<file path="src/rtl/mips_isa_pkg.sv">
// Shared MIPS opcode constants, instruction formats, and encoder request/state types.
// Imported by the control unit decoder and the instruction encoder.
package mips_isa_pkg;

   localparam logic [5:0] OP_RTYPE = 6'b000000;
   localparam logic [5:0] OP_J     = 6'b000010;
   localparam logic [5:0] OP_JAL   = 6'b000011;
   localparam logic [5:0] OP_BEQ   = 6'b000100;
   localparam logic [5:0] OP_BNE   = 6'b000101;
   localparam logic [5:0] OP_ADDI  = 6'b001000;
   localparam logic [5:0] OP_ADDIU = 6'b001001;
   localparam logic [5:0] OP_SLTI  = 6'b001010;
   localparam logic [5:0] OP_SLTIU = 6'b001011;
   localparam logic [5:0] OP_ANDI  = 6'b001100;
   localparam logic [5:0] OP_ORI   = 6'b001101;
   localparam logic [5:0] OP_XORI  = 6'b001110;
   localparam logic [5:0] OP_LW    = 6'b100011;
   localparam logic [5:0] OP_SW    = 6'b101011;

   typedef enum logic [1:0] {FMT_R, FMT_I, FMT_J, FMT_ILLEGAL} fmt_e;

   typedef enum logic [1:0] {ST_IDLE, ST_ENC, ST_WRITE, ST_FULL} enc_state_e;

   typedef struct packed {
      logic [5:0]  op;
      logic [4:0]  rs;
      logic [4:0]  rt;
      logic [4:0]  rd;
      logic [4:0]  shamt;
      logic [5:0]  funct;
      logic [15:0] imm;
      logic [25:0] target;
   } req_fields_t;

   function automatic fmt_e op_format(input logic [5:0] op);
      case (op)
         OP_RTYPE:      return FMT_R;
         OP_J, OP_JAL:  return FMT_J;
         OP_LW, OP_SW, OP_BEQ, OP_BNE, OP_ADDI, OP_ADDIU, OP_SLTI,
         OP_SLTIU, OP_ANDI, OP_ORI, OP_XORI:
                        return FMT_I;
         default:       return FMT_ILLEGAL;
      endcase
   endfunction

endpackage

</file>
<file path="src/rtl/instr_encoder_if.sv">
// Request handshake plus instruction-memory write port of the encoder.
interface instr_encoder_if #(parameter int AW = 8);
   logic              req_valid;
   logic              req_ready;
   logic [5:0]        op;
   logic [4:0]        rs;
   logic [4:0]        rt;
   logic [4:0]        rd;
   logic [4:0]        shamt;
   logic [5:0]        funct;
   logic [15:0]       imm;
   logic [25:0]       target;
   logic              imem_we;
   logic [AW-1:0]     imem_addr;
   logic [31:0]       imem_wdata;

   modport master (
      output req_valid, op, rs, rt, rd, shamt, funct, imm, target,
      input  req_ready, imem_we, imem_addr, imem_wdata
   );

   modport slave (
      input  req_valid, op, rs, rt, rd, shamt, funct, imm, target,
      output req_ready, imem_we, imem_addr, imem_wdata
   );
endinterface

</file>
<file path="src/rtl/instr_fmt_pack.sv">
// Classifies an opcode into R/I/J/illegal and packs the matching 32-bit word.
module instr_fmt_pack
   import mips_isa_pkg::*;
(
   input  req_fields_t fields_i,
   output fmt_e        fmt_o,
   output logic [31:0] word_o
);

   always_comb begin
      fmt_o  = op_format(fields_i.op);
      word_o = '0;
      case (fmt_o)
         FMT_R:   word_o = {fields_i.op, fields_i.rs, fields_i.rt, fields_i.rd,
                            fields_i.shamt, fields_i.funct};
         FMT_I:   word_o = {fields_i.op, fields_i.rs, fields_i.rt, fields_i.imm};
         FMT_J:   word_o = {fields_i.op, fields_i.target};
         default: word_o = '0;
      endcase
   end

endmodule

</file>
<file path="src/rtl/instr_encoder.sv">
// Encodes field-level instruction requests into MIPS words and writes them
// sequentially into instruction memory, saturating at DEPTH.
//
// state    | meaning
// ---------+------------------------------------------------------------
// ST_IDLE  | ready for a request or a base-pointer load
// ST_ENC   | classify latched fields, stage word/address or flag illegal
// ST_WRITE | imem_we high for one cycle, pointer advances
// ST_FULL  | pointer reached DEPTH, only an in-range load_base exits
module instr_encoder
   import mips_isa_pkg::*;
#(
   parameter int AW    = 8,
   parameter int DEPTH = 256
) (
   input  logic              clk,
   input  logic              rst_n,
   instr_encoder_if.slave    bus,
   input  logic              load_base_i,
   input  logic [AW-1:0]     base_addr_i,
   output logic [AW-1:0]     wr_ptr_o,
   output logic              full_o,
   output logic              err_illegal_o,
   input  logic              clr_err_i
);

   // One extra pointer bit so that DEPTH == 2**AW is representable.
   localparam logic [AW:0] DEPTH_P = (AW+1)'(DEPTH);

   enc_state_e     state_q, state_d;
   req_fields_t    fields_q, fields_d;
   logic [AW:0]    ptr_q, ptr_d;
   logic [AW-1:0]  addr_q, addr_d;
   logic [31:0]    wdata_q, wdata_d;
   logic           err_q, err_d;
   logic           ready_c;
   logic [AW:0]    ptr_inc;
   logic [AW:0]    base_ext;
   fmt_e           fmt;
   logic [31:0]    word;

   instr_fmt_pack u_pack (
      .fields_i (fields_q),
      .fmt_o    (fmt),
      .word_o   (word)
   );

   always_ff @(posedge clk or negedge rst_n) begin
      if (!rst_n) begin
         state_q  <= ST_IDLE;
         fields_q <= '0;
         ptr_q    <= '0;
         addr_q   <= '0;
         wdata_q  <= '0;
         err_q    <= 1'b0;
      end else begin
         state_q  <= state_d;
         fields_q <= fields_d;
         ptr_q    <= ptr_d;
         addr_q   <= addr_d;
         wdata_q  <= wdata_d;
         err_q    <= err_d;
      end
   end

   always_comb begin
      state_d  = state_q;
      fields_d = fields_q;
      ptr_d    = ptr_q;
      addr_d   = addr_q;
      wdata_d  = wdata_q;
      err_d    = err_q;
      ready_c  = 1'b0;
      ptr_inc  = ptr_q + 1'b1;
      base_ext = {1'b0, base_addr_i};

      if (clr_err_i) err_d = 1'b0;

      case (state_q)
         ST_IDLE: begin
            ready_c = !load_base_i;
            if (load_base_i) begin
               ptr_d = base_ext;
            end else if (bus.req_valid) begin
               fields_d = '{op: bus.op, rs: bus.rs, rt: bus.rt, rd: bus.rd,
                            shamt: bus.shamt, funct: bus.funct,
                            imm: bus.imm, target: bus.target};
               state_d  = ST_ENC;
            end
         end
         ST_ENC: begin
            // An illegal opcode overrides a coincident clr_err.
            if (fmt == FMT_ILLEGAL) begin
               err_d   = 1'b1;
               state_d = ST_IDLE;
            end else begin
               wdata_d = word;
               addr_d  = ptr_q[AW-1:0];
               state_d = ST_WRITE;
            end
         end
         ST_WRITE: begin
            ptr_d   = ptr_inc;
            state_d = (ptr_inc == DEPTH_P) ? ST_FULL : ST_IDLE;
         end
         ST_FULL: begin
            if (load_base_i && (base_ext < DEPTH_P)) begin
               ptr_d   = base_ext;
               state_d = ST_IDLE;
            end
         end
         default: state_d = ST_IDLE;
      endcase
   end

   // Gated by rst_n so ready and the write strobe fall the moment reset asserts.
   assign bus.req_ready  = rst_n & ready_c;
   assign bus.imem_we    = (state_q == ST_WRITE);
   assign bus.imem_addr  = addr_q;
   assign bus.imem_wdata = wdata_q;
   assign wr_ptr_o       = ptr_q[AW-1:0];
   assign full_o         = (state_q == ST_FULL);
   assign err_illegal_o  = err_q;

endmodule

</file>
<file path="src/flat_wrapper.sv">
// flat-port wrapper written by rule: the top's interface ports become plain ports
module instr_encoder_flat import mips_isa_pkg::*;
#(
   parameter int AW    = 8,
   parameter int DEPTH = 256
)
  (clk, rst_n, load_base_i, base_addr_i, wr_ptr_o, full_o, err_illegal_o, clr_err_i, bus_req_valid, bus_op, bus_rs, bus_rt, bus_rd, bus_shamt, bus_funct, bus_imm, bus_target, bus_req_ready, bus_imem_we, bus_imem_addr, bus_imem_wdata);
  instr_encoder_if #(.AW(AW)) bus_i ();
  input  logic clk;
  input  logic rst_n;
  input  logic load_base_i;
  input  logic [AW-1:0] base_addr_i;
  output logic [AW-1:0] wr_ptr_o;
  output logic full_o;
  output logic err_illegal_o;
  input  logic clr_err_i;
  input wire logic [$bits(bus_i.req_valid)-1:0] bus_req_valid;
  input wire logic [$bits(bus_i.op)-1:0] bus_op;
  input wire logic [$bits(bus_i.rs)-1:0] bus_rs;
  input wire logic [$bits(bus_i.rt)-1:0] bus_rt;
  input wire logic [$bits(bus_i.rd)-1:0] bus_rd;
  input wire logic [$bits(bus_i.shamt)-1:0] bus_shamt;
  input wire logic [$bits(bus_i.funct)-1:0] bus_funct;
  input wire logic [$bits(bus_i.imm)-1:0] bus_imm;
  input wire logic [$bits(bus_i.target)-1:0] bus_target;
  output wire logic [$bits(bus_i.req_ready)-1:0] bus_req_ready;
  output wire logic [$bits(bus_i.imem_we)-1:0] bus_imem_we;
  output wire logic [$bits(bus_i.imem_addr)-1:0] bus_imem_addr;
  output wire logic [$bits(bus_i.imem_wdata)-1:0] bus_imem_wdata;
  assign bus_i.req_valid = bus_req_valid;
  assign bus_i.op = bus_op;
  assign bus_i.rs = bus_rs;
  assign bus_i.rt = bus_rt;
  assign bus_i.rd = bus_rd;
  assign bus_i.shamt = bus_shamt;
  assign bus_i.funct = bus_funct;
  assign bus_i.imm = bus_imm;
  assign bus_i.target = bus_target;
  assign bus_req_ready = bus_i.req_ready;
  assign bus_imem_we = bus_i.imem_we;
  assign bus_imem_addr = bus_i.imem_addr;
  assign bus_imem_wdata = bus_i.imem_wdata;
  instr_encoder #(.AW(AW), .DEPTH(DEPTH)) u_core (.clk(clk), .rst_n(rst_n), .bus(bus_i), .load_base_i(load_base_i), .base_addr_i(base_addr_i), .wr_ptr_o(wr_ptr_o), .full_o(full_o), .err_illegal_o(err_illegal_o), .clr_err_i(clr_err_i));
endmodule
</file>
<file path="config.mk">
export PLATFORM = sky130hd
export DESIGN_NAME = instr_encoder_flat
export DESIGN_NICKNAME = d
export VERILOG_FILES = /design/src/rtl/mips_isa_pkg.sv /design/src/rtl/instr_encoder_if.sv /design/src/rtl/instr_fmt_pack.sv /design/src/rtl/instr_encoder.sv /design/src/flat_wrapper.sv
export SDC_FILE = /design/constraint.sdc
export NUM_CORES = 1
export LEC_CHECK = 0
export ABC_AREA = 1
export CORE_ASPECT_RATIO = 0.7
export CORE_MARGIN = 4
export CORE_UTILIZATION = 39
export DETAILED_ROUTE_END_ITERATION = 10
export DONT_BUFFER_PORTS = 1
export PLACE_DENSITY = 0.54
export SLEW_MARGIN = 30
export SYNTH_ARGS = -nofsm -noshare
export SYNTH_HDL_FRONTEND = slang
export SYNTH_SLANG_ARGS = --single-unit
</file>
<file path="constraint.sdc">
create_clock -name clk -period 2.2 [get_ports clk]
set_clock_uncertainty 0.2 [all_clocks]
set_input_delay 0.44 -clock clk [delete_from_list [all_inputs] [get_ports clk]]
set_output_delay 0.44 -clock clk [all_outputs]
set_load 0.005 [all_outputs]
</file>
==> results of run 1 <==
[final timing paths]
path                                                       start                                     to  slack (ns)
setup / recovery                 u_core.fields_q[70]$_DFFE_PN0P_  u_core.bus.imem_wdata[10]$_DFFE_PN0P_        0.19
hold / removal                                             rst_n  u_core.bus.imem_wdata[19]$_DFFE_PN0P_       -0.47
setup reg to reg                 u_core.fields_q[70]$_DFFE_PN0P_  u_core.bus.imem_wdata[10]$_DFFE_PN0P_        0.19
hold reg to reg            u_core.bus.imem_wdata[18]$_DFFE_PN0P_  u_core.bus.imem_wdata[18]$_DFFE_PN0P_        0.30
max in group asynchronous                                  rst_n        u_core.fields_q[29]$_DFFE_PN0P_        2.04
min in group clk                                       bus_op[2]        u_core.fields_q[70]$_DFFE_PN0P_        0.01
[power groups by stage]
| stage | Combinational [mW] | Clock, mW | Sequential, mW |
|---|---|---|---|
| after floorplan | 2.62 | 0 | 3.85 |
| after global placement | 3.10 | 0 | 4.07 |
| after detailed placement | 3.20 | 0 | 4.10 |
| after CTS | 3.33 | 2.86 | 4.07 |
| after global routing | 3.73 | 2.99 | 4.20 |
| final | 3.31 | 2.80 | 4.07 |
[state kept, by name (all words and copies together) (netlist names)]
name and flops:
u_core.bus.imem_addr 8, u_core.bus.imem_wdata 32, u_core.err_illegal_o 1, u_core.fields_q 74
u_core.ptr_q 9, u_core.state_q 2
[logic make-up (layout without fill, tap and decap cells)]
family,count (synthesis),count (layout),synth area share [%]
simple gates,250,250,19.3
flops,126,126,55.2
buf+inv,70,153,6.22
mux,62,62,12.2
compound gates,60,60,5.70
fa+ha+maj,6,6,1.31
[area by class of cell]
| type | instances | area [um^2] | share of cell area [%] |
|---|---|---|---|
| inverters | 34 | 133 | 1.84 |
| repair buffers | 87 | 876 | 12.2 |
| well taps | 190 | 238 | 3.30 |
| clock inverters | 13 | 140 | 1.94 |
| flip-flops and latches | 126 | 3150 | 43.7 |
| clock buffers | 19 | 453 | 6.28 |
| multi-input cells | 378 | 2220 | 30.7 |
[metal layers]
layer,routed length (um),vias to the layer above
met3,1080,12
li1,-,2056
met2,6860,124
met4,128,0
met1,7010,2107
met5,0,-
[timing repair]
action                                 CTS  global route
setup endpoints to repair                0             3
resized for setup                        0             1
endpoints found under the hold margin  200           126
[cell usage after synthesis]
cell type    n  area (um^2)
a21oi_1     17         85.1
dfrtp_1    126         3150
inv_1       30          113
nand2_1    149          559
nand4_1     18          113
nand2_4      3         33.8
clkbuf_1     3         11.3
o22ai_1      8         50.1
clkinv_1     1         3.75
o21bai_1     1         7.51
buf_6        2         22.5
nor2_2       1         6.26
buf_2       15         75.1
inv_4        1         6.26
or2_2        1         6.26
a31oi_1      1         6.26
o21ai_0     13         65.1
inv_2        2         7.51
nand2_2      1         6.26
nand3_1     51          255
nor2_4       1         11.3
a21oi_2      2         17.5
mux2_2      62          698
ha_1         6         75.1
o21ai_2      1         8.76
buf_1        1         3.75
buf_4       15          113
nand4_4      1         21.3
and3_1       1         6.26
o21ai_1     17         85.1
nor2_1      23         86.3
==> run metrics, run 1 <==
initial antenna violation count=0; slowest CP cell=nor2_4; Setup Viol. Count Final=0; initial drt markers=213; crit path kind=reg -> reg; slew of the pin with the lowest slew margin=0.524 ns; final setup margin=0.192 ns; CTS Hold Bufs=74; Setup Buffers After CTS=0; dpl cells=741; Worst Path Buf+Inv=1; FF+latch count, synth=126; Worst-Skew Late Latency=0.41 ns; DIE HEIGHT=109 um; GRT busiest layer=met2; count of pins over their slew limit=0; area post-placement=5870 um^2; fin nets=737; met1 Use GR=24.7%; first-pass GRT wire length=24400 um; Worst path depth=9; met2 global-route usage=29.8%; part of the cycle the worst path needs=91.3%; ANT cells=0; fmax=498 MHz; Clock transition at path regs=0.06 ns; LEAKAGE=3.36 nW; root buf cell=clkbuf_16; DR vias=4299; setup slack at placement=0.132 ns; die width=153 um; Crit path largest cell delay=0.43 ns; via/cell ratio=5.08; Seq pwr share=40.0%; Final Power=10.2 mW; DR WL/cell=17.8 um; Syn Inst Count=574; drt total wl=15100 um; setup TNS=0 ns; clk sink count=126; Starting Density=40.4%; type of the tightest min-delay check=in -> async; worst hold slack=-0.473 ns; I/O Pins=139; CP delay by family, top=simple AND/OR/NAND/NOR gates; Layout area overhead=26.2%; Port-buffer cells=0; failing checks=hold timing; Max VDD drop=619 uV; CTS buffer count=17; PD cells=1410 nW/um^2; Detailed Place HPWL=10100 um; WP data required=2.35 ns; Crit path top cell by count=nand2_1; crit path cell chain=inv_2 -> nand3_1 -> a21oi_2 -> nand2_4 -> nor2_4 -> nand2_1 -> nand3_1 -> nand2_1 -> nand2_1; Core Util, Final=51.0%; filler instances=1261; Reg2Reg Depth=9; largest net degree at the start of global routing=128; Mapped Area=5710 um^2; Seq/Total Area, Yosys=55.2%; fin area=7210 um^2; crit path max fanout=16; max-cap violations=0; clock share of power=27.5%; switching pwr=3.70 mW; Placer Congestion=0.840; met3 Track Usage GR=6.47%; core area=14100 um^2; post-synthesis average cell area=9.95 um^2; Period minus WS final=2.01 ns; startpoint type of the worst setup path=flop; grt total ovfl=0; CTS tree=done; internal power=6.48 mW; unrepaired setup endpoints after global routing=no; YS warnings=0; CTS H-tree depth=4; outcome=complete, but fails checks; Sw Share=36.4%; syn_nets=667; # DRC=0; largest buffer count on any clock path=2; crit end category=flop; slew margin rel.=65.0%; endpoints failing hold=126; total iterations of the first detailed-routing run=5; share of cells above drive strength 1=18.6%; combinational share of power=32.5%; most frequent cells in the layout=nand2_1, dfrtp_1, dlygate4sd3_1; CP arrival=2.16 ns; vias in the first global route=4564; All-Layer GR Usage=18.8%; most common cell after layout, fill and taps aside=nand2_1; row count=36; Netlist cell types=31; fin cells=847; die area=16700 um^2; antenna-violating nets left=0
Power figures use the tool's default switching activity.
==> inputs of run 2 (changes only) <==
- PLACE_DENSITY: 0.54 -> unset
- PLACE_DENSITY_LB_ADDON: unset -> 0.2
==> run 2 against run 1 <==
Against the previous run:
- the run still ends with hold timing left
- final cell count stayed put
- worst setup slack worse by 0.037 ns
- die area stayed put
- global-route usage is 0.39 points lower
- register-to-register slack worse by 0.04 ns
- fmax is 1.8% lower
==> run metrics, run 2 (synthesized netlist as in run 1, its figures left out) <==
outcome=complete, but fails checks (unchanged); failing checks=hold timing (unchanged); initial drt markers=237 (was 213); DIE HEIGHT=109 um (unchanged); Worst-Skew Late Latency=0.42 ns (was 0.41 ns); slowest CP cell=dfrtp_1 (was nor2_4); Port-buffer cells=0 (unchanged); DR WL/cell=17.5 um (was 17.8 um); Starting Density=40.4% (unchanged); largest net degree at the start of global routing=128 (unchanged); Clock transition at path regs=0.06 ns (about the same); crit path kind=reg -> reg (unchanged); PD cells=1440 nW/um^2 (was 1410 nW/um^2); core area=14100 um^2 (unchanged); CTS H-tree depth=4 (unchanged); CTS buffer count=17 (unchanged); endpoints failing hold=126 (unchanged); share of cells above drive strength 1=18.4% (was 18.6%); total iterations of the first detailed-routing run=4 (was 5); most common cell after layout, fill and taps aside=nand2_1 (unchanged); type of the tightest min-delay check=in -> async (unchanged); Layout area overhead=27.1% (was 26.2%); slew of the pin with the lowest slew margin=0.551 ns (was 0.524 ns); WP data required=2.30 ns (was 2.35 ns); I/O Pins=139 (unchanged); Detailed Place HPWL=9810 um (was 10100 um); clock share of power=29.7% (was 27.5%); Max VDD drop=541 uV (was 619 uV); max-cap violations=0 (unchanged); largest buffer count on any clock path=2 (unchanged); slew margin rel.=63.2% (was 65.0%); row count=36 (unchanged); Period minus WS final=2.05 ns (was 2.01 ns); startpoint type of the worst setup path=flop (unchanged); worst hold slack=-0.485 ns (was -0.473 ns); initial antenna violation count=0 (unchanged); first-pass GRT wire length=24100 um (was 24400 um); setup TNS=0 ns (unchanged); final setup margin=0.154 ns (was 0.192 ns); Placer Congestion=0.787 (was 0.840); CTS Hold Bufs=76 (was 74); Core Util, Final=51.3% (was 51.0%); setup slack, reg-to-reg=0.15 ns (was 0.19 ns); grt total ovfl=0 (unchanged); DR vias=4298 (was 4299); Sw Share=35.2% (was 36.4%); CP arrival=2.15 ns (was 2.16 ns); count of pins over their slew limit=0 (unchanged); Worst Path Buf+Inv=2 (was 1); via/cell ratio=5.07 (was 5.08); drt total wl=14800 um (was 15100 um); setup slack at placement=0.130 ns (was 0.132 ns); die area=16700 um^2 (unchanged); die width=153 um (unchanged); combinational share of power=31.3% (was 32.5%); switching pwr=3.68 mW (was 3.70 mW); Setup Buffers After CTS=0 (unchanged); multi-input logic area=2220 um^2 (about the same); root buf cell=clkbuf_16 (unchanged); internal power=6.77 mW (was 6.48 mW); CP delay by family, top=simple AND/OR/NAND/NOR gates (unchanged); # DRC=0 (unchanged); vias in the first global route=4493 (was 4564); part of the cycle the worst path needs=93.0% (was 91.3%); Top reg by flops=u_core.fields_q (unchanged); ANT cells=0 (unchanged); crit path max fanout=18 (was 16); Reg area=3150 um^2 (unchanged); most frequent cells in the layout=nand2_1, dfrtp_1, dlygate4sd3_1 (unchanged); crit end category=flop (unchanged); fin nets=737 (unchanged); crit path cell chain=inv_2 -> nand3_1 -> a21oi_2 -> nand2_4 -> nand2_2 -> nand2_4 -> buf_4 -> nand2_1 -> nand2_1 (was inv_2 -> nand3_1 -> a21oi_2 -> nand2_4 -> nor2_4 -> nand2_1 -> nand3_1 -> nand2_1 -> nand2_1); clk sink count=126 (unchanged); Seq pwr share=39.0% (was 40.0%); Setup Viol. Count Final=0 (unchanged); filler instances=1291 (was 1261); antenna-violating nets left=0 (unchanged); unrepaired setup endpoints after global routing=no (unchanged); fmax=489 MHz (was 498 MHz); max reg flops=74 (unchanged); LEAKAGE=3.39 nW (was 3.36 nW); Crit path largest cell delay=0.41 ns (was 0.43 ns); All-Layer GR Usage=18.4% (was 18.8%); CTS tree=done (unchanged)
-- run 2: metrics by stage --
step	cell area, um^2	std cells	power [mW]
after floorplan	5710	574	6.46
after global placement	5840	739	7.13
after detailed placement	5840	739	7.27
after CTS	7260	847	10.5
after global routing	7260	847	11.2
final	7260	847	10.5
-- run 2: power groups by stage --
stage / sequential, mW / clock (mW) / combinational [mW]
3_5_place_dp: 4.12 / 0 / 3.15
4_1_cts: 4.08 / 3.17 / 3.27
5_1_grt: 4.20 / 3.27 / 3.68
2_1_floorplan: 3.85 / 0 / 2.62
6_report: 4.08 / 3.10 / 3.27
3_3_place_gp: 4.09 / 0 / 3.04
-- run 2: per-layer routing --
layer	track usage [%]	wire [um]	vias to the layer above
li1	-	-	2055
met1	23.7	6680	2112
met2	29.4	6880	115
met3	6.98	1080	16
met4	5.15	184	0
met5	0	0	-
-- run 2: final cells by class --
class / instances / area share [%]
tap: 190 / 3.27
sequential: 126 / 43.4
clock buffer: 18 / 6.05
clock inverter: 14 / 2.93
timing repair buffer: 87 / 12.0
inverter: 34 / 1.83
multi-input combinational: 378 / 30.5
-- run 2: final timing paths --
check | startpoint | endpoint | cells after the start
min in group clk | base_addr_i[2] | u_core.ptr_q[2]$_DFFE_PN0P_ | 2
worst min register to register | u_core.fields_q[46]$_DFFE_PN0P_ | u_core.fields_q[46]$_DFFE_PN0P_ | 1
worst min-delay path | rst_n | u_core.bus.imem_wdata[19]$_DFFE_PN0P_ | 0
worst max-delay path | u_core.fields_q[70]$_DFFE_PN0P_ | u_core.bus.imem_wdata[16]$_DFFE_PN0P_ | 9
max in group asynchronous | rst_n | u_core.fields_q[46]$_DFFE_PN0P_ | 0
worst max register to register | u_core.fields_q[70]$_DFFE_PN0P_ | u_core.bus.imem_wdata[16]$_DFFE_PN0P_ | 9
-- run 2: what timing repair did --
action | 4_1_cts | 5_1_grt
endpoints found under the setup margin | 0 | 26
hold endpoints to repair | 202 | 126
gates resized for setup | 0 | 2
